File: config.mk
export PLATFORM = sky130hd
export DESIGN_NAME = add_tree_acc
export DESIGN_NICKNAME = d
export VERILOG_FILES = /design/src/rtl/add_tree_acc.sv
export SDC_FILE = /design/constraint.sdc
export NUM_CORES = 1
export LEC_CHECK = 0
export CAP_MARGIN = 20
export CORE_UTILIZATION = 37
export CTS_CLUSTER_DIAMETER = 40
export DETAILED_ROUTE_END_ITERATION = 7
export HOLD_SLACK_MARGIN = 0.06
export PLACE_DENSITY = 0.68
export SLEW_MARGIN = 20
export SYNTH_ARGS = -nofsm -noshare
export SYNTH_HDL_FRONTEND = slang
export SYNTH_SLANG_ARGS = --single-unit
File: constraint.sdc
create_clock -name clk -period 2.3 [get_ports clk]
set_input_delay 0.69 -clock clk [delete_from_list [all_inputs] [get_ports clk]]
set_output_delay 0.69 -clock clk [all_outputs]
set_load 0.01 [all_outputs]
File: src/rtl/add_tree_acc.sv
`default_nettype none
// ============================================================================
// Module   : add_tree_acc
// Brief    : Adder-tree back end: valid/last delay line, saturating dot-product
//            accumulator and valid/ready result register with stall generation.
// Revision : 1.0 - initial release
// ============================================================================
module add_tree_acc #(
    parameter int WORD_WDT = 16,
    parameter int TREE_LAT = 4,
    parameter int CNT_WDT  = 8
) (
    input  logic                clk,
    input  logic                rst,
    input  logic                clk_en,
    input  logic                tree_in_val,
    input  logic                tree_in_last,
    input  logic [WORD_WDT-1:0] tree_out_word,
    output logic [WORD_WDT-1:0] acc_res,
    output logic                acc_res_val,
    input  logic                acc_res_rdy,
    output logic [CNT_WDT-1:0]  acc_cnt,
    output logic                acc_ovf,
    output logic                acc_stall
);

    localparam logic [WORD_WDT-1:0] c_pos_max = {1'b0, {(WORD_WDT-1){1'b1}}};
    localparam logic [WORD_WDT-1:0] c_neg_max = {1'b1, {(WORD_WDT-1){1'b0}}};
    localparam logic [CNT_WDT-1:0]  c_cnt_max = {CNT_WDT{1'b1}};

    typedef enum logic [0:0] {
        S_IDLE = 1'b0,
        S_ACC  = 1'b1
    } state_t;

    state_t               r_state;
    logic [TREE_LAT-1:0]  r_dl_val;
    logic [TREE_LAT-1:0]  r_dl_last;
    logic [WORD_WDT-1:0]  r_acc;
    logic [CNT_WDT-1:0]   r_cnt;
    logic                 r_ovf;

    logic                 w_en_eff;
    logic                 w_d_val;
    logic                 w_d_last;
    logic [TREE_LAT-1:0]  w_dl_val_nxt;
    logic [TREE_LAT-1:0]  w_dl_last_nxt;
    logic [WORD_WDT:0]    w_sum;
    logic                 w_sat;
    logic [WORD_WDT-1:0]  w_acc_next;
    logic [CNT_WDT-1:0]   w_cnt_next;
    logic                 w_load;
    logic [WORD_WDT-1:0]  w_load_res;
    logic [CNT_WDT-1:0]   w_load_cnt;
    logic                 w_load_ovf;

    assign acc_stall = acc_res_val & ~acc_res_rdy;
    assign w_en_eff  = clk_en & ~acc_stall;
    assign w_d_val   = r_dl_val[TREE_LAT-1];
    assign w_d_last  = r_dl_last[TREE_LAT-1];

    generate
        if (TREE_LAT == 1) begin : g_dl_one
            assign w_dl_val_nxt  = tree_in_val;
            assign w_dl_last_nxt = tree_in_last;
        end else begin : g_dl_many
            assign w_dl_val_nxt  = {r_dl_val[TREE_LAT-2:0], tree_in_val};
            assign w_dl_last_nxt = {r_dl_last[TREE_LAT-2:0], tree_in_last};
        end
    endgenerate

    // One guard bit: overflow shows up as disagreement between the top two bits.
    assign w_sum      = {r_acc[WORD_WDT-1], r_acc} + {tree_out_word[WORD_WDT-1], tree_out_word};
    assign w_sat      = w_sum[WORD_WDT] ^ w_sum[WORD_WDT-1];
    assign w_acc_next = !w_sat ? w_sum[WORD_WDT-1:0] : (w_sum[WORD_WDT] ? c_neg_max : c_pos_max);
    assign w_cnt_next = (r_cnt == c_cnt_max) ? r_cnt : r_cnt + CNT_WDT'(1);

    always_comb begin
        w_load     = 1'b0;
        w_load_res = tree_out_word;
        w_load_cnt = CNT_WDT'(1);
        w_load_ovf = 1'b0;
        if (w_en_eff && w_d_val && w_d_last) begin
            w_load = 1'b1;
            if (r_state == S_ACC) begin
                w_load_res = w_acc_next;
                w_load_cnt = w_cnt_next;
                w_load_ovf = r_ovf | w_sat;
            end
        end
    end

    always_ff @(posedge clk or posedge rst) begin
        if (rst) begin
            r_state     <= S_IDLE;
            r_dl_val    <= '0;
            r_dl_last   <= '0;
            r_acc       <= '0;
            r_cnt       <= '0;
            r_ovf       <= 1'b0;
            acc_res     <= '0;
            acc_res_val <= 1'b0;
            acc_cnt     <= '0;
            acc_ovf     <= 1'b0;
        end else if (w_en_eff) begin
            r_dl_val  <= w_dl_val_nxt;
            r_dl_last <= w_dl_last_nxt;
            if (w_d_val) begin
                case (r_state)
                    S_IDLE: begin
                        r_acc <= tree_out_word;
                        r_cnt <= CNT_WDT'(1);
                        r_ovf <= 1'b0;
                        if (!w_d_last) r_state <= S_ACC;
                    end
                    S_ACC: begin
                        r_acc <= w_acc_next;
                        r_cnt <= w_cnt_next;
                        r_ovf <= r_ovf | w_sat;
                        if (w_d_last) r_state <= S_IDLE;
                    end
                    default: r_state <= S_IDLE;
                endcase
            end
            // A new load overrides the accept so back-to-back results leave no bubble.
            if (w_load) begin
                acc_res     <= w_load_res;
                acc_cnt     <= w_load_cnt;
                acc_ovf     <= w_load_ovf;
                acc_res_val <= 1'b1;
            end else if (acc_res_rdy) begin
                acc_res_val <= 1'b0;
            end
        end
    end

endmodule
`default_nettype wire

Word level (Yosys, flattened, before mapping). Cells that the tools add are included.

Add/sub/neg operators: 2. Equal/unequal tests: 1. Muxes and demuxes: 16. Bitwise gates (word level): 7. Reductions and logical operators: 6.

Operator list (number): 16-bit two-way mux (4); 16-bit case mux with 2 select lines (1); 8-bit two-way mux (3); 16-bit by 16-bit adder with 17-bit output (1); 8-bit case mux with 2 select lines (1); 8-bit by 1-bit adder with 8-bit output (second input constant) (1); 8-bit == test (second input constant) (1); 1-bit two-way mux (6); 2-bit AND reduction (3); 1-bit NOT (3); 1-bit AND (2); 1-bit logical AND (2); 1-bit case mux with 2 select lines (1); 2-bit nonzero test (1); 1-bit OR (1); 1-bit XOR (1).

Bits in registers: 60. Bits of input ports: 22. Output and inout bits: 27. Logic and storage cells: 42.

Depth between registers and ports, before layout. Gate-level depths: netlist (run 1).

Word-level depth: 9. Gate-level depth with buffers: 11. Depth with buffers taken out: 10.

Least setup slack after synthesis (run 1). OpenSTA, ideal clock, no wires.

Path type: input port to flip-flop. Start: input tree_out_word[0]. End: register r_acc[10]. Library setup time: 0.096 ns. Arrival: 2.669 ns. Data required time: 2.204 ns. Setup slack: -0.465 ns. Stages: 10. Path buffers: 0. Cell sequence: ha_1 inv_1 fa_1 nand2b_1 a21o_1 and2_1 or4b_1 nand4_1 a21oi_1 o31ai_1.

Cells in the longest elaborated chain, start to end: 4. Elaborated cells between the ends (all ways): 5. Those cells by class: add/sub: 1; mux: 3; bitwise: 1.

Ends and longest elaborated chain: from (decl) (RTL line 18) `input logic [WORD_WDT-1:0] tree_out_word,`; 16-bit by 16-bit adder with 17-bit output (*) (RTL line 73) `assign w_sum = {r_acc[WORD_WDT-1], r_acc} + {tree_out_word[WORD_WDT-1], tree_out_word};`; 16-bit two-way mux / 1-bit XOR (equally long branches) (RTL line 75, 74); 16-bit two-way mux (*) (RTL line 75) `assign w_acc_next = !w_sat ? w_sum[WORD_WDT-1:0] : (w_sum[WORD_WDT] ? c_neg_max : c_pos_max);`; 16-bit case mux with 2 select lines (*) (RTL line 109) `case (r_state)`; to (signal assigned) (RTL line 111) `r_acc <= tree_out_word;`; to (signal assigned) (RTL line 117) `r_acc <= w_acc_next;`; to (decl) (RTL line 39) `logic [WORD_WDT-1:0] r_acc;`.

Mark *: on every way between the ends. The rest lies on a longest branch, timed or not. A chain may end at the register's enable or synchronous reset.

Worst setup path after layout (run 1). Ends and elaborated chain as after synthesis.

==> qor.csv, run 1 <==
metric,value,unit
outcome,finished with violations,
failed_checks,setup timing,
relSlewSlack,70.66,%
avgSynthCellArea,9.261,um^2
synth-xor-area-share,3.302,%
criticalPathCategory,primary input to flip-flop,
antenna_left,0,
antenna_found_initial,0,
holdPathStages,2,
wl,11270,um
cp_num_buf_inv,2,
io_pins,49,
crit_path_max_incr_delay,0.52,ns
max_freq,0.4072,GHz
worstPathArrival,2.72,ns
dr.pass1.iters,4,
pwr_density_cell,1597,nW/um^2
multi_input_area,2577,um^2
synth-compound-area-share,25.44,%
ys_ff_latch,60,
seqCellArea,1501,um^2
synthArstFlopShare,100.0,%
timing.critical_path.required,2.57,ns
synth_fa_ha_area_share,6.873,%
synthSimpleGateAreaFrac,17.32,%
design_power_total,9022,uW
die-area,10440,um^2
setup_violations,31,
reg2reg_depth,10,
crit_path_max_fanout,3,
hp-class,flip-flop to flip-flop,
finalHoldWorstSlack,0.4765,ns
grt_pass1_vias,3723,
rows,36,
avgViaCountPerCell,5.463,
r2r_start,r_acc[12],
power.internal,5132,uW
dpl.hpwl,7898,um
cts-buffers-inserted,9,
cts.path.max_buffers,2,
synthMuxAreaShare,3.605,%
initial_core_util,38.17,%
p_sw,3890,uW
grt_setup_unrepaired,yes,
grt_first_pass_wirelength,18270,um
cts_hold_buffers,0,
nets,573,
endpoint_kind,flip-flop,
period_share,106.8,%
cp-start-kind,primary input,
syn-num-nets,441,
finClkSkew,0.01019,ns
p_comb_share,68.4,%
yosysUniqueCellTypes,60,
diodes,0,
gp_congestion,0.8525,
fillers,853,
synth_cells,401,
vdd_drop_max,0.7323,mV
synth_edf_count,0,
worst_slack,-0.1557,ns
synth_top_flop_cell,dfrtp_1,
num_vias,3666,
worst_pin_slew,0.4401,ns
hold_start,acc_cnt[1],
routedWlPerCell,16.79,um
cts_root_buf,clkbuf_8,
area_growth,52.09,%
hold_violations,0,
post-route-drc-count,0,
io_buffers,48,
clock_power_share,10.8,%
post-route-min-period,2.456,ns
cts_max_level,3,
core,9729,um^2
critical-path-slowest-cell,or4b_4,
critical_path_depth,11,
critPathTopFamily,simple AND/OR/NAND/NOR gates,
synth_area,3714,um^2
clock_latency,0.35,ns
switching_share,43.11,%
maxSlewViolCount,0,
yosysWarnings,0,
cellLeakagePower,0.002392,uW
synth_top_family_by_area,compound AO/OA/AOI/OAI gates,
cap_violations,0,
overflow,0,
grt_usage,23.08,%
tritoncts,done,
clk_pin_slew,0.08,ns
grt_max_degree,35,
rr_endpoint,acc_res[1],
place_area,5022,um^2
seq_area_frac_synth,40.43,%
crit_chain,"buf_8, ha_4, inv_2, fa_2, nand2b_4, a21o_1, and2_4, or4b_4, nand4_1, nor2_2, o31ai_2",
rrSetupSlack,-0.15,ns
hold_end,acc_cnt[1],
die_w,102.2,um
finish.instance_area,5648,um^2
fp.dieH,102.2,um
drive_gt1_share,38.66,%
drtIter0Drc,150,
cts_sinks,60,
power.share.sequential,20.8,%
kinds of logic after synthesis:
logic type / after synthesis
DFF: 60
AOI/OAI and AO/OA: 127
buffers and inverters: 27
and+or+nand+nor: 141
muxes: 12
adders and majority gates: 20
xor gates and xnor gates: 14
layer usage:
metal  routed length, um  share of wire [%]  global-route usage [%]
met3                 448                4.0                   4.036
met1                5050                 45                   28.61
met4                 163                1.4                   7.473
met2                5606                 50                   40.63
met5                   0                  0                       0
per-stage QoR:
stage          TNS, ns  cells  util [%]  setup slack [ns]
4_1_cts         -2.889    666     57.36           -0.2083
3_5_place_dp    -33.06    640     51.62            -1.028
6_report        -3.428    671     58.05           -0.1557
3_3_place_gp    -31.97    640     51.62           -0.9817
5_1_grt         -5.798    671     58.05           -0.2432
2_1_floorplan   -7.439    401         -           -0.3272
synth_stat cells, types with 8 or more instances:
master	n	area [um^2]
mux2_2	8	90.09
a21o_1	8	60.06
o21ai_0	14	70.07
nor2_1	35	131.4
nand2_1	63	236.5
and3_1	9	56.30
o221ai_1	12	105.1
inv_1	10	37.54
xnor2_1	10	87.58
ha_1	17	212.7
o31ai_1	9	67.56
dfrtp_1	60	1501
a21oi_1	29	145.1
clkbuf_1	11	41.29
final cells by class:
cell class                 instances  share of cell area (%)
clock inverter                     6                   1.130
multi-input combinational        314                   45.64
tap                              133                   2.946
timing repair buffer             137                   20.71
clock buffer                      10                   2.260
sequential                        60                   26.58
inverter                          11                  0.7311
flip-flops by register name, summed over array words and instances, names as in the netlist:
register,count
acc_res,16
r_acc,16
acc_cnt,8
r_cnt,8
r_dl_last,4
r_dl_val,4
acc_ovf,1
acc_res_val,1
r_ovf,1
r_state,1
power by group through the flow:
stage | clock [uW] | combinational (uW) | sequential [uW]
after CTS | 985 | 5860 | 1870
after detailed placement | 0 | 5090 | 1840
final | 974 | 6170 | 1880
after global routing | 1040 | 6630 | 1930
after floorplan | 0 | 2940 | 1830
after global placement | 0 | 4970 | 1820
cells in the final DEF, fill, tap and decap left out, types with 4 or more instances in the layout:
cell type	Yosys	layout
mux2_2	8	8
o221ai_2	0	6
a21o_1	8	7
clkbuf_8	0	9
nand2_1	63	62
inv_2	0	4
ha_4	0	16
a211oi_2	4	4
nor3_1	4	4
dfrtp_1	60	60
nand3_1	6	6
o21ai_2	4	4
a21oi_1	29	20
xnor2_1	10	8
a21oi_2	3	9
and3_1	9	9
o221ai_1	12	6
clkbuf_2	0	4
buf_2	3	9
a31oi_1	6	6
clkdlybuf4s50_1	0	31
o31ai_1	9	8
o21ai_0	14	14
inv_1	10	6
o211ai_1	4	4
buf_6	1	5
xor2_1	4	4
o21ai_1	6	4
buf_12	0	5
nor2_1	35	31
buf_4	0	79
how the worst max path moves through the flow:
| stage | start | endpoint |
|---|---|---|
| finish | tree_out_word[0] | r_acc[10] |
| global route | tree_out_word[1] | acc_res[14] |
| CTS | r_acc[0] | r_acc[10] |
| detailed placement | tree_out_word[0] | r_acc[10] |
| global placement | tree_out_word[1] | acc_res[8] |
| floorplan | tree_out_word[0] | r_acc[10] |
worst min-delay path: stages (launching register included):
cell	delay, ns
dfrtp_1	0.34
nand2_1	0.04
o21ai_0	0.05
what timing repair did:
action / CTS / global route
setup buffers: 10 / 5
resized for setup: 104 / 20
endpoints found under the setup margin: 35 / 35
pin swaps: 44 / 25
No activity file was read; power rests on OpenSTA's default activity.
==> run 2: changes to the inputs <==
--- a/config.mk
+++ b/config.mk
@@ -6,6 +6,7 @@
 export NUM_CORES = 1
 export LEC_CHECK = 0
 export CAP_MARGIN = 20
+export CORE_MARGIN = 2
 export CORE_UTILIZATION = 37
 export CTS_CLUSTER_DIAMETER = 40
 export DETAILED_ROUTE_END_ITERATION = 7
==> qor.csv, run 2 (synthesis results as in run 1) <==
metric,value,unit
outcome,finished with violations,
failed_checks,setup timing,
dr.pass1.iters,4,
avgViaCountPerCell,5.461,
rrSetupSlack,-0.23,ns
grt_setup_unrepaired,yes,
cts.path.max_buffers,2,
cellLeakagePower,0.002448,uW
cp-start-kind,primary input,
cts_max_level,3,
cts-buffers-inserted,9,
period_share,110.4,%
wl_met2,5893,um
grt_pass1_vias,3811,
grt_usage,21.77,%
endpoint_kind,flip-flop,
clk_pin_slew,0.07,ns
drtIter0Drc,146,
antenna_left,0,
max_freq,0.3937,GHz
layout_common_cells,"77 x buf_4, 61 x nand2_1, 60 x dfrtp_1",
relSlewSlack,68.50,%
fp.dieH,104.2,um
top_layer,met4,
maxSlewViolCount,0,
worstPathArrival,2.75,ns
clock_latency,0.34,ns
antenna_found_initial,0,
initial_core_util,37.99,%
setup_violations,34,
dpl.hpwl,7829,um
cts_hold_buffers,0,
hold_start,acc_cnt[7],
overflow,0,
cts_sinks,60,
rows,36,
post-route-min-period,2.540,ns
crit_path_max_fanout,6,
hold_end,acc_cnt[7],
r2r_start,r_acc[0],
grt_max_degree,61,
grt_first_pass_wirelength,19060,um
place_ws,-1.040,ns
reg2reg_depth,12,
rr_endpoint,r_acc[3],
worst_pin_slew,0.4724,ns
reg_top3,"acc_res: 16 flops, r_acc: 16 flops",
io_buffers,48,
core,9774,um^2
finalHoldWorstSlack,0.4795,ns
worst_slack,-0.2398,ns
nets,575,
pwr_density_cell,1648,nW/um^2
wl,11420,um
cts_root_buf,clkbuf_8,
routedWlPerCell,16.97,um
cap_violations,0,
drive_gt1_share,40.93,%
tritoncts,done,
post-route-drc-count,0,
area_growth,57.38,%
timing.critical_path.required,2.51,ns
vdd_drop_max,0.6835,mV
criticalPathCategory,primary input to flip-flop,
io_pins,49,
met3WireLength,559,um
holdPathStages,2,
die-area,10850,um^2
num_vias,3675,
final_common_cell,buf_4,
finClkSkew,0.009468,ns
met1_length,4806,um
diodes,0,
hold_violations,0,
die_w,104.2,um
hp-class,flip-flop to flip-flop,
gp_congestion,0.9039,
run 2: cell types whose count changed in the layout (fill, tap and decap cells not counted), sizes merged:
cell,change
buf,+3
dlygate4sd2,+2
clkbuf,-1
clkinvlp,-1
inv,-1
run 2: worst max-delay path by stage:
stage | startpoint | end | slack, ns | cells past startpoint
after global placement | tree_out_word[2] | acc_res[3] | -1.03 | 10
after floorplan | tree_out_word[0] | r_acc[10] | -0.33 | 10
after detailed placement | tree_out_word[0] | r_acc[10] | -1.04 | 11
final | tree_out_word[3] | r_acc[3] | -0.24 | 12
after CTS | r_acc[0] | r_acc[10] | -0.20 | 10
after global routing | r_acc[0] | acc_res[2] | -0.30 | 11
run 2: through the flow:
stage | cells | instance area [um^2] | utilization [%] | TNS, ns | power, uW
final | 673 | 5844 | 59.79 | -6.256 | 9629
after global placement | 644 | 5027 | 51.43 | -32.59 | 6697
after global routing | 673 | 5844 | 59.79 | -8.354 | 10240
after floorplan | 401 | 3829 | - | -7.439 | 4775
after CTS | 672 | 5774 | 59.08 | -5.492 | 9358
after detailed placement | 644 | 5027 | 51.43 | -34.37 | 6831
run 2: what timing repair did:
action / 4_1_cts / 5_1_grt
gates cloned: 0 / 0
endpoints found under the hold margin: 0 / 0
gates resized for setup: 141 / 13
buffers inserted: 12 / 1
pin swaps: 71 / 15
endpoints found under the setup margin: 35 / 35
run 2: layer usage:
metal | vias to the layer above | global-route usage [%]
met3 | 12 | 3.509
met1 | 1792 | 27.21
li1 | 1755 | -
met4 | 0 | 7.239
met5 | - | 0
met2 | 116 | 38.25
run 2: cell type report:
cell class	count	area [um^2]
Tap cell	133	166.4
Fill cell	808	3930
Multi-Input combinational cell	314	2721
Sequential cell	60	1501
Inverter	11	41.29
Clock buffer	12	155.1
Clock inverter	4	47.55
Timing Repair Buffer	139	1211
run 2: power breakdown:
part	switching, uW	leakage [uW]	total, uW	internal (uW)
Combinational	3360	0.00161	6760	3400
Clock	431	0.000102	988	556
Sequential	390	0.000735	1880	1490
run 2: worst max-delay path, stage by stage:
cell,delay [ns]
buf_4,0.12
ha_4,0.24
buf_6,0.11
o211ai_1,0.24
a21o_1,0.14
buf_4,0.12
a21oi_4,0.06
o31a_1,0.39
buf_4,0.17
o21ai_4,0.17
buf_8,0.17
o221ai_2,0.09
